--- config.mk ---
export PLATFORM = sky130hd
export DESIGN_NAME = input_conditioner
export DESIGN_NICKNAME = d
export VERILOG_FILES = /design/src/rtl/tetris_input_pkg.sv /design/src/rtl/input_debouncer.sv /design/src/rtl/input_conditioner.sv
export SDC_FILE = /design/constraint.sdc
export NUM_CORES = 1
export LEC_CHECK = 0
export BUFFER_PORTS_ARGS = -buffer_cell sky130_fd_sc_hd__buf_2
export CORE_MARGIN = 1.5
export CORE_UTILIZATION = 55
export CTS_CLUSTER_SIZE = 24
export DETAILED_ROUTE_END_ITERATION = 16
export MAX_ROUTING_LAYER = met4
export PLACE_DENSITY = 0.71
export RECOVER_POWER = 50
export SYNTH_ARGS = -nofsm -noshare
export SYNTH_HDL_FRONTEND = slang
export SYNTH_SLANG_ARGS = --single-unit
--- constraint.sdc ---
create_clock -name clk -period 3.45 [get_ports clk]
set_clock_uncertainty 0.05 [all_clocks]
set_input_delay 0.69 -clock clk [delete_from_list [all_inputs] [get_ports clk]]
set_output_delay 0.69 -clock clk [all_outputs]
set_load 0.02 [all_outputs]
--- src/rtl/tetris_input_pkg.sv ---
// tetris_input_pkg: shared player-input types and default timing at the 30 MHz logic clock
package tetris_input_pkg;
  typedef enum logic [1:0] {IDLE, DELAY, REPEAT} rep_state_e;
  typedef enum logic [1:0] {DIR_U, DIR_D, DIR_L, DIR_R} dir_e;
  localparam int DEF_DEBOUNCE_CYCLES = 300000;
  localparam int DEF_DAS_DELAY_CYCLES = 5000000;
  localparam int DEF_DAS_REPEAT_CYCLES = 1500000;
  function automatic int max2(input int a, input int b);
    return a > b ? a : b;
  endfunction
endpackage

--- src/rtl/input_debouncer.sv ---
// input_debouncer: 2-flop synchronizer followed by a consecutive-sample debouncer
module input_debouncer
  import tetris_input_pkg::*;
#(
  parameter int DEBOUNCE_CYCLES = DEF_DEBOUNCE_CYCLES
) (
  input  logic clk,
  input  logic clr_n,
  input  logic raw,
  output logic level
);
  localparam int CW = $clog2(DEBOUNCE_CYCLES + 1);
  localparam logic [CW-1:0] LAST = CW'(DEBOUNCE_CYCLES - 1);
  logic [1:0] r_sync;
  logic [CW-1:0] r_cnt;
  always_ff @(posedge clk or negedge clr_n)
    if (!clr_n) begin
      r_sync <= '0;
      r_cnt <= '0;
      level <= 1'b0;
    end else begin
      r_sync <= {r_sync[0], raw};
      if (r_sync[1] == level) r_cnt <= '0;
      else if (r_cnt == LAST) begin
        r_cnt <= '0;
        level <= r_sync[1];
      end else r_cnt <= r_cnt + 1'b1;
    end
endmodule

--- src/rtl/input_conditioner.sv ---
// input_conditioner: debounce, merge and pulse the player controls; INPUT_AUTOREPEAT_EN adds DAS repeat on left/right/down
module input_conditioner
  import tetris_input_pkg::*;
#(
  parameter int DEBOUNCE_CYCLES = DEF_DEBOUNCE_CYCLES,
  parameter int DAS_DELAY_CYCLES = DEF_DAS_DELAY_CYCLES,
  parameter int DAS_REPEAT_CYCLES = DEF_DAS_REPEAT_CYCLES
) (
  input  logic clk,
  input  logic clr_n,
  input  logic btn_u,
  input  logic btn_d,
  input  logic btn_l,
  input  logic btn_r,
  input  logic pad_u,
  input  logic pad_d,
  input  logic pad_l,
  input  logic pad_r,
  output logic up,
  output logic down,
  output logic left,
  output logic right
);
  logic [3:0] w_btn, w_pad, w_btn_lvl, w_pad_lvl, w_held, w_eff, w_rise, w_pulse, r_prev;
  logic w_conf;
  genvar i;
  if (DEBOUNCE_CYCLES < 2 || DAS_DELAY_CYCLES < 2 || DAS_REPEAT_CYCLES < 2) begin : g_bad_params
    $error("input_conditioner: timing parameters must be >= 2");
  end
  assign w_btn = {btn_r, btn_l, btn_d, btn_u};
  assign w_pad = {pad_r, pad_l, pad_d, pad_u};
  for (i = 0; i < 4; i++) begin : g_deb
    input_debouncer #(.DEBOUNCE_CYCLES(DEBOUNCE_CYCLES)) u_btn (
      .clk(clk), .clr_n(clr_n), .raw(w_btn[i]), .level(w_btn_lvl[i])
    );
    input_debouncer #(.DEBOUNCE_CYCLES(DEBOUNCE_CYCLES)) u_pad (
      .clk(clk), .clr_n(clr_n), .raw(w_pad[i]), .level(w_pad_lvl[i])
    );
  end
  assign w_held = w_btn_lvl | w_pad_lvl;
  assign w_conf = w_held[DIR_L] & w_held[DIR_R];
  // a conflict masks both sides, so releasing one shows up as a fresh rise on the other
  assign w_eff = w_held & ~{w_conf, w_conf, 2'b00};
  assign w_rise = w_eff & ~r_prev;
  always_ff @(posedge clk or negedge clr_n)
    if (!clr_n) r_prev <= '0;
    else r_prev <= w_eff;
`ifdef INPUT_AUTOREPEAT_EN
  localparam int CW = $clog2(max2(DAS_DELAY_CYCLES, DAS_REPEAT_CYCLES) + 1);
  localparam logic [CW-1:0] DLY_LAST = CW'(DAS_DELAY_CYCLES - 1);
  localparam logic [CW-1:0] REP_LAST = CW'(DAS_REPEAT_CYCLES - 1);
  logic r_up;
  always_ff @(posedge clk or negedge clr_n)
    if (!clr_n) r_up <= 1'b0;
    else r_up <= w_rise[DIR_U];
  assign w_pulse[DIR_U] = r_up;
  for (i = 1; i < 4; i++) begin : g_das
    rep_state_e r_state;
    logic [CW-1:0] r_cnt;
    logic r_pulse;
    always_ff @(posedge clk or negedge clr_n)
      if (!clr_n) begin
        r_state <= IDLE;
        r_cnt <= '0;
        r_pulse <= 1'b0;
      end else if (!w_eff[i]) begin
        r_state <= IDLE;
        r_cnt <= '0;
        r_pulse <= 1'b0;
      end else begin
        case (r_state)
          IDLE: begin
            r_pulse <= w_rise[i];
            r_cnt <= '0;
            if (w_rise[i]) r_state <= DELAY;
          end
          DELAY: begin
            r_pulse <= r_cnt == DLY_LAST;
            r_cnt <= r_cnt == DLY_LAST ? '0 : r_cnt + 1'b1;
            if (r_cnt == DLY_LAST) r_state <= REPEAT;
          end
          REPEAT: begin
            r_pulse <= r_cnt == REP_LAST;
            r_cnt <= r_cnt == REP_LAST ? '0 : r_cnt + 1'b1;
          end
          default: begin
            r_state <= IDLE;
            r_pulse <= 1'b0;
          end
        endcase
      end
    assign w_pulse[i] = r_pulse;
  end
`else
  logic [3:0] r_pulse;
  always_ff @(posedge clk or negedge clr_n)
    if (!clr_n) r_pulse <= '0;
    else r_pulse <= w_rise;
  assign w_pulse = r_pulse;
`endif
  assign {right, left, down, up} = w_pulse;
endmodule

==> metrics.md, run 1 <==
| Metric | Value |
|---|---|
| Clock Latency Late Sink | ~0.43 ns |
| H-Tree Level Count | 4 |
| Fmax | 408 MHz |
| Startpoint Class | flip-flop |
| Die span in y | roughly 130 µm |
| Pwr Total | 4.43 mW |
| First DRT Iteration DRCs | 455 |
| Ports | 14 |
| Core ar. | 15400 µm² |
| Yosys warns | 0 |
| Clk buf depth | 2 |
| Peak supply drop | ~0.45 mV |
| RSZ-0062 raised after global routing | false |
| Starting Density | 56.9% |
| Seq/Total Area, Yosys | 52.6% |
| Critical path, cell by cell | ha_1, nand4_2, or4b_4, o31ai_4, nor2_1 |
| Gate Count Post-Synth | 866 |
| Distinct cells, synth | 53 |
| EDFF count, synth | 0 |
| Clk sinks | 184 |
| Pleak | 3.88 nW |
| Critical Path End | g_deb[1].u_btn.r_cnt[12] |
| Synthesized area | 8750 µm² |
| Area Overhead vs Synth | 10.7% |
| RR Endpoint | g_deb[1].u_btn.r_cnt[12] |
| Setup crit end kind | flip-flop |
| Initial antenna violation count | 0 |
| Worst r2r src | g_deb[1].u_btn.r_cnt[0] |
| Slew at the pin closest to its max-slew limit | 2.10 ns |
| Worst Reg2Reg Path Length in Cells | 5 |
| Final period utilization | 71.0% |
| Largest net degree at the start of global routing | 85 |
| Critical path launch point | g_deb[1].u_btn.r_cnt[0] |
| Worst path bufs/invs | 0 |
| Share of synthesized registers carrying an async set or reset | between 90% and 100% |
| Fin nets | 907 |
| Slowest cell delay on critical path | 0.63 ns |
| Cell depth of the worst setup path | 5 |
| Final Hold Vio Count | 0 |
| Final setup viols | 0 |
| Die area | 16700 µm² |
| Die W | 129 µm |
| Final ANT Viol Nets | 0 |
| Pwr dens | between 400 and 500 nW/µm² |
| Yosys reg bits | 184 |
| Setup tns final | 0 ns |
| Residual DRC | 0 |
| Largest cells by area after synthesis | dfrtp_1, xnor2_1, nor2_1 |
| Critical path fanouts, max | 18 |
| Clk slew on worst S/H paths | around 0.070 ns |
| Hold slack | roughly 0.30 ns |
| Multi-input gate area | ~4000 µm² |
| Reg2reg setup slack | 1.00 ns |
| Failing checks | max-capacitance violations, max-slew violations |
| IO Port Bufs | 13 |
| First-pass GRT wire length | around 30000 µm |
| Crit path required time | roughly 3.7 ns |
| Place WS | 1.01 ns |
| DRT Pass-1 Iters | 4 |
| WS Path Type | reg -> reg |
| Tot GR Track Use | 22.6% |
| Top delay family on crit path | simple AND/OR/NAND/NOR gates |
| Final wirelength | 16600 µm |
| Slew Viols, Final | 84 |
| Status | complete, but fails checks |
| CTS tree | yes |
| Crit path max-delay cell type | o31ai_4 |
| Share of layout cells above drive strength 1 | 7.98% |
| Vias/cell | 5.78 |
| Syn Area/Cell | 10.1 µm² |
| Seq. cell area | 4600 µm² |
| Min cycle time layout | roughly 2.4 ns |
| Slew headroom | -40.1% |
| CTS buffer count | 17 |
| Synth area leader | dfrtp_1 |
| FP Rows | 45 |
| GP Congestion | 0.879 |
| Fillers | ~1200 |
| Total grt overflow | 0 |
| HPWL Detailed | 11100 µm |
| Maxcap violations | 1 |
| Cts repair resizes | 0 |
| Post-CTS setup buffer count | 0 |
| Vias in the first global route | 6420 |
| Via count | approximately 6400 |
| CTS root buffer | clkbuf_16 |
| Arrival time worst endpoint | 2.68 ns |
| Post-cts hold buffer count | 0 |
| Syn Nets | 884 |
| Routed WL per cell | about 15 µm |
| Top_reg_cell synth | dfrtp_1 |
| Hold crit path type | reg -> reg |
| Top cell type's share of synthesized area | 52.6% |
| Antenna Cells | 0 |
| PnR worst setup slack | 1.00 ns |
worst min path at each step:
stage,from,endpoint,slack (ns),depth (start not counted)
6_report,g_deb[2].u_pad.r_sync[0],g_deb[2].u_pad.r_sync[1],0.30,0
5_1_grt,pad_u,g_deb[0].u_pad.r_sync[0],0.29,1
4_1_cts,clr_n,g_deb[0].u_btn.r_cnt[12],0.27,1
3_5_place_dp,g_deb[2].u_pad.r_sync[0],g_deb[2].u_pad.r_sync[1],0.29,0
3_3_place_gp,g_deb[2].u_btn.r_sync[0],g_deb[2].u_btn.r_sync[1],0.29,0
2_1_floorplan,g_deb[0].u_btn.r_sync[0],g_deb[0].u_btn.r_sync[1],0.28,0
metal layers:
metal | GRT usage (%) | share of wire [%]
met4 | 7.34 | 1.6
met2 | 36.7 | 49
met3 | 4.75 | 3.1
met1 | 28.6 | 46
met5 | - | 0
registers in the layout (all words and copies together), names as in the netlist:
signal              cells
r_prev                  4
g_deb.u_btn.level       4
g_deb.u_pad.r_sync      8
r_pulse                 4
g_deb.u_btn.r_sync      8
g_deb.u_pad.level       4
g_deb.u_pad.r_cnt      76
g_deb.u_btn.r_cnt      76
area by class of cell:
class,instances,area share (%)
Sequential cell,184,47.6
Multi-Input combinational cell,640,41.0
Clock buffer,19,4.47
Tap cell,211,2.73
Clock inverter,13,1.99
Timing Repair Buffer,18,1.16
Inverter,28,1.09
Yosys cell counts, types with 2 or more instances:
master	number
or2_2	4
nor2b_1	3
inv_1	28
or4_1	6
o31ai_1	4
and3_1	16
nand4b_1	4
o41ai_1	2
dfrtp_1	184
nand4_1	46
a31o_2	3
a21oi_1	14
o21ai_1	2
nand4_2	2
nor3b_1	4
mux2i_1	4
nor4b_1	8
nand3_1	49
or3_1	7
nor2_1	158
nor4_1	37
or4b_1	3
o21ai_0	10
nand2_1	44
mux2_2	8
clkbuf_1	11
nor4bb_1	4
o211a_1	2
nor3_1	36
buf_6	2
xnor2_1	88
o221a_2	2
and2_1	6
xor2_1	32
and4_1	8
ha_1	8
worst register-to-register path: cells and delay by family, from the launching register on:
kind / cells / cell delay [ns]
flops: 1 / 0.41
simple gates: 3 / 0.96
fa+ha+maj: 1 / 0.25
compound gates: 1 / 0.63
logic make-up (layout without fill, tap and decap cells):
group	count (synthesis)	after routing	share of synthesized area, %
multiplexers	12	12	1.49
buffers and inverters	42	78	1.99
adder cells (fa/ha/maj)	8	8	1.14
flip-flops	184	184	52.6
AND/OR/NAND/NOR	451	451	26.7
AO/OA/AOI/OAI	49	49	4.01
XOR/XNOR	120	120	12.0
cells in the final DEF (no fill, tap or decap), drive strengths merged, types with 14 or more instances in the layout:
cell type,n
inv,32
buf,15
a21oi,14
nor4,37
clkbuf,22
and3,16
dfrtp,184
nand3,50
o21ai,14
nand2,44
xor2,32
nand4,48
nor2,158
nor3,36
xnor2,88
report_power, final:
part / leakage, nW / internal, mW / switching, mW
clock network: 0.299 / 1.22 / 0.856
registers: 2.51 / 2.19 / 0.0298
logic: 1.07 / 0.0368 / 0.0930
total: 3.88 / 3.45 / 0.978
metrics by stage:
stage	cell area, µm²	utilization, %	cells
floorplan	8750	-	866
global placement	9060	59.0	1081
detailed placement	9060	59.0	1081
CTS	9690	63.0	1113
global route	9680	63.0	1113
finish	9680	63.0	1113
Note: power is estimated with default switching activity, not from simulation.
==> inputs of run 2 (changes only) <==
Settings changed: ABC_AREA from default to 1.
Clock period 3.45 ns to 2.6 ns, I/O delays scaled along.
==> metrics.md, run 2 <==
| Metric | Value |
|---|---|
| Status | complete, but fails checks |
| Failing checks | max-capacitance violations, max-slew violations |
| Syn Nets | roughly 1300 |
| GP Congestion | 0.911 |
| Worst path bufs/invs | 0 |
| Die span in y | around 140 µm |
| Clk buf depth | 2 |
| Maxcap violations | 1 |
| Tot GR Track Use | 22.8% |
| Final Hold Vio Count | 0 |
| Top_reg_cell synth | dfrtp_1 |
| Vias/cell | between 5 and 6 |
| Yosys warns | 0 |
| EDFF count, synth | 0 |
| First DRT Iteration DRCs | 417 |
| Hold crit path type | in -> reg |
| Most frequent cells in the layout | nor2_1, nand2_1, dfrtp_1 |
| Pleak | 4.54 nW |
| Largest cells by area after synthesis | dfrtp_1, nor2_1, nand2_1 |
| Clk sinks | 184 |
| Setup tns final | 0 ns |
| Post-cts hold buffer count | 0 |
| Core ar. | 17300 µm² |
| Gate Count Post-Synth | roughly 1200 |
| Total grt overflow | 0 |
| Synth area leader | dfrtp_1 |
| Top cell type's share of synthesized area | 47.2% |
| Arrival time worst endpoint | 1.82 ns |
| Seq/Total Area, Yosys | about 47% |
| Slew headroom | -11.0% |
| Syn Area/Cell | 7.89 µm² |
| WS Path Type | reg -> reg |
| Vias in the first global route | 7356 |
| Placed cell areas | 10200 µm² |
| Startpoint Class | flip-flop |
| Routed WL per cell | 12.3 µm |
| Switching part of the total power | 21.5% |
| Crit path top cell by count | nor2_1 |
| Min cycle time layout | 1.56 ns |
| CTS tree | yes |
| Slew Viols, Final | between 60 and 70 |
| Biggest regs | g_deb.u_btn.r_cnt x76, g_deb.u_pad.r_cnt x76 |
| Clock Latency Late Sink | around 0.43 ns |
| Sw Pwr | 1.24 mW |
| Crit path required time | about 2.9 ns |
| Commonest cells in the netlist | nor2_1, nand2_1, dfrtp_1 |
| FP Rows | 48 |
| Antenna Cells | 0 |
| Share of layout cells above drive strength 1 | 10.7% |
| Cts repair resizes | 0 |
| Crit path max-delay cell type | dfrtp_1 |
| H-Tree Level Count | 4 |
| Starting Density | 56.4% |
| Post-route cell area | 10800 µm² |
| Most common cell after layout, fill and taps aside | nor2_1 |
| Count leader, synth | nor2_1 |
| Largest net degree at the start of global routing | between 60 and 70 |
| Post-CTS setup buffer count | 0 |
| Distinct cells, synth | 31 |
| Setup crit end kind | flip-flop |
| CTS buffer count | 17 |
| Via count | 7670 |
| Clk pwr share | 46.0% |
| Top delay family on crit path | simple AND/OR/NAND/NOR gates |
| Synthesized area | just under 10000 µm² |
| Peak supply drop | between 0.5 and 0.6 mV |
| RSZ-0062 raised after global routing | false |
| Fmax | about 640 MHz |
| Area Overhead vs Synth | 10.4% |
| Final setup viols | 0 |
| Final wirelength | 18600 µm |
| Die area | between 15000 and 20000 µm² |
| Yosys reg bits | 184 |
| Slew at the pin closest to its max-slew limit | 1.67 ns |
| Comb power frac | 3.4% |
| Clk slew on worst S/H paths | 0.07 ns |
| Critical path, cell by cell | ha_1, nand2_1, nor2_1, nand3_1, nand2_2, nor2_1 |
| Fin nets | 1289 |
| Critical path fanouts, max | 9 |
| CTS root buffer | clkbuf_16 |
| Initial antenna violation count | 0 |
| Ports | 14 |
| Pwr dens | 538 nW/µm² |
| Residual DRC | 0 |
| Final ANT Viol Nets | 0 |
| Share of synthesized registers carrying an async set or reset | 100% |
| First-pass GRT wire length | 32800 µm |
| Seq pwr share | 50.6% |
| Int Pwr | 4.55 mW |
| Final period utilization | between 60 and 70% |
| HPWL Detailed | 13600 µm |
| IO Port Bufs | 13 |
| Slowest cell delay on critical path | 0.38 ns |
| Die W | 136 µm |
| Fillers | 1512 |
| DRT Pass-1 Iters | 4 |
==> run 2: metal layers <==
metal	vias up	GRT usage (%)	wire (µm)
met3	24	3.99	535
met4	0	7.57	272
met5	-	-	0
met1	3583	29.8	9060
li1	3953	-	-
met2	110	36.2	8680
==> run 2: logic make-up after synthesis <==
family,count (synthesis),share of synthesized area [%]
AOI/OAI and AO/OA,62,3.43
xor gates and xnor gates,84,7.77
adders and majority gates,8,1.03
buffers and inverters,111,4.28
DFF,184,47.2
and+or+nand+nor,788,36.3
==> run 2: worst reg2reg max path, stage by stage, from the launching register on <==
cell	delay (ns)
dfrtp_1	0.38
ha_1	0.23
nand2_1	0.12
nor2_1	0.17
nand3_1	0.20
nand2_2	0.22
nor2_1	0.07
==> run 2: area by class of cell <==
cell class	count	area, µm²	area share (%)
multi-input combinational	942	4740	44.0
clock buffer	22	474	4.40
inverter	110	413	3.83
clock inverter	10	143	1.32
sequential	184	4600	42.7
tap	225	282	2.61
timing repair buffer	16	125	1.16
==> run 2: power by group through the flow <==
stage	combinational, mW	clock [mW]	sequential (mW)
after floorplan	0.0983	0	2.98
after global placement	0.200	0	2.99
after detailed placement	0.203	0	2.99
after CTS	0.206	2.74	2.93
after global routing	0.229	2.86	2.94
final	0.196	2.67	2.93
==> run 2: through the flow <==
stage	power (mW)	hold slack [ns]	instances	utilization (%)	setup WS, ns
detailed placement	3.19	0.290	1477	58.8	1.10
CTS	5.87	0.0446	1509	62.4	1.03
global route	6.03	0.121	1509	62.3	0.714
global placement	3.19	0.283	1477	58.8	1.11
floorplan	3.08	0.174	1237	-	1.25
finish	5.80	0.139	1509	62.3	1.04
==> run 2: worst paths after layout <==
kind	start	end	slack (ns)	cells past startpoint
worst min-delay path	btn_r	g_deb[3].u_btn.r_sync[0]	0.14	1
min in group asynchronous	clr_n	g_deb[1].u_pad.r_cnt[13]	0.47	1
max in group asynchronous	clr_n	g_deb[2].u_pad.r_cnt[18]	1.05	1
worst max-delay path	g_deb[3].u_pad.r_cnt[0]	g_deb[3].u_pad.r_cnt[7]	1.04	6
worst max register to register	g_deb[3].u_pad.r_cnt[0]	g_deb[3].u_pad.r_cnt[7]	1.04	6
worst min register to register	g_deb[0].u_btn.r_sync[0]	g_deb[0].u_btn.r_sync[1]	0.30	0
==> inputs of run 3 (changes only) <==
Settings changed: ABC_AREA 1 to 0.
Clock period 2.6 ns to 1.6 ns, I/O delays scaled along.
==> metrics.md, run 3 (synthesis results as in run 1) <==
| Metric | Value |
|---|---|
| Status | complete, but fails checks |
| Failing checks | negative setup slack |
| Arrival time worst endpoint | 2.31 ns |
| HPWL Detailed | 13300 µm |
| Most common cell after layout, fill and taps aside | dfrtp_1 |
| Top delay family on crit path | simple AND/OR/NAND/NOR gates |
| DRT Pass-1 Iters | 5 |
| Post-Layout Cell Count | between 1000 and 1500 |
| Most frequent cells in the layout | dfrtp_1, buf_4, nor2_1 |
| PnR worst setup slack | -0.440 ns |
| H-Tree Level Count | 4 |
| Pwr dens | 777 nW/µm² |
| Routed WL per cell | 16.7 µm |
| Antenna Cells | 0 |
| Die W | 129 µm |
| Final Hold Vio Count | 0 |
| Area Overhead vs Synth | 38.3% |
| RSZ-0062 raised after global routing | true |
| Total grt overflow | 0 |
| Pleak | 5.03 nW |
| IO Port Bufs | 13 |
| Crit path max-delay cell type | or4_4 |
| Reg2reg setup slack | -0.44 ns |
| Peak supply drop | just over 0.8 mV |
| Fmax | 490 MHz |
| Die area | approximately 17000 µm² |
| Final setup viols | ~100 |
| Clk sinks | 184 |
| CTS buffer count | 17 |
| Setup crit end kind | flip-flop |
| Critical path, cell by cell | or4_1, or4_4, nor2_4, mux2_4 |
| Ports | 14 |
| Startpoint Class | flip-flop |
| Maxcap violations | 0 |
| Min cycle time layout | 2.04 ns |
| FP Rows | 45 |
| Residual DRC | 0 |
| Starting Density | 56.9% |
| Final wirelength | ~22000 µm |
| Pwr Total | 9.40 mW |
| Tot GR Track Use | a little over a quarter |
| Via count | between 7000 and 8000 |
| Biggest regs | g_deb.u_btn.r_cnt x76, g_deb.u_pad.r_cnt x76 |
| Largest net degree at the start of global routing | 40 |
| Die span in y | about 130 µm |
| Vias/cell | 5.76 |
| Slowest cell delay on critical path | just under 0.6 ns |
| CTS tree | yes |
| Slew Viols, Final | 0 |
| Clk buf depth | 2 |
| Clock Latency Late Sink | 0.43 ns |
| Setup tns final | -23.76 ns |
| Final ANT Viol Nets | 0 |
| Hold crit path type | reg -> reg |
| Fin nets | ~1100 |
| Final core utilization | 78.7% |
| WS Path Type | reg -> reg |
| First DRT Iteration DRCs | 612 |
| Worst path bufs/invs | 0 |
| CTS root buffer | clkbuf_16 |
| Share of layout cells above drive strength 1 | 36.3% |
| Hold slack | approximately 0.30 ns |
| GP Congestion | 0.914 |
| Crit path required time | 1.86 ns |
| Core ar. | ~15000 µm² |
| Fillers | 906 |
| Final period utilization | 128% |
| Clk slew on worst S/H paths | 0.07 ns |
| First-pass GRT wire length | 34700 µm |
| Initial antenna violation count | 0 |
| Placed Cells | 1233 |
| Slew at the pin closest to its max-slew limit | 0.617 ns |
| Vias in the first global route | 7640 |
| Critical path fanouts, max | 3 |
| Slew headroom | 58.9% |
[run 3: changes by cell type in the layout (fill, tap and decap cells not counted), moves of 48 or more]
cell | before | now
nor2_1 | 329 | 98
nand3_1 | 89 | 41
buf_4 | 0 | 174
xnor2_1 | 16 | 88
nand2_1 | 243 | 42
inv_1 | 99 | 28
[run 3: metal layers]
| layer | vias to the layer above | track usage, % | routed length (µm) |
|---|---|---|---|
| li1 | 3519 | - | - |
| met2 | 212 | 46.0 | 11600 |
| met4 | 0 | 8.86 | 429 |
| met3 | 42 | 5.08 | 861 |
| met1 | 3819 | 32.1 | 9020 |
| met5 | - | - | 0 |
[run 3: worst paths after layout]
kind | from | to | depth (start not counted)
setup / recovery | g_deb[1].u_pad.r_cnt[11] | g_deb[1].u_pad.level | 4
hold / removal | g_deb[1].u_pad.r_sync[0] | g_deb[1].u_pad.r_sync[1] | 0
setup reg to reg | g_deb[1].u_pad.r_cnt[11] | g_deb[1].u_pad.level | 4
hold reg to reg | g_deb[1].u_pad.r_sync[0] | g_deb[1].u_pad.r_sync[1] | 0
max in group asynchronous | clr_n | g_deb[1].u_btn.r_cnt[18] | 3
min in group asynchronous | clr_n | g_deb[3].u_pad.r_cnt[9] | 2
[run 3: stage by stage]
step | setup slack, ns | area (µm²)
after floorplan | -0.416 | 8900
after global placement | -0.436 | 10400
after detailed placement | -0.446 | 10400
after CTS | -0.448 | 11500
after global routing | -0.482 | 12100
final | -0.440 | 12100
[run 3: repair_timing]
| action | in CTS | in global routing |
|---|---|---|
| cloned | 4 | 2 |
| setup buffers | 17 | 23 |
| hold endpoints to repair | 28 | 0 |
| hold buffers | 9 | 0 |
| endpoints found under the setup margin | 128 | 143 |
| gates resized for setup | 66 | 121 |
| pin swaps | 32 | 41 |
[run 3: area by class of cell]
type	count	area, µm²	share of cell area (%)
Clock inverter	12	128	1.06
Inverter	28	105	0.869
Clock buffer	19	433	3.58
Multi-Input combinational cell	640	4740	39.2
Timing Repair Buffer	223	1820	15.0
Sequential cell	184	4610	38.1
Tap cell	211	264	2.18
[run 3: power breakdown]
part	total [mW]	switching [mW]	internal, mW
registers	4.79	0.0655	4.72
clock network	4.03	1.74	2.29
logic	0.583	0.319	0.264
total	9.40	2.13	7.28
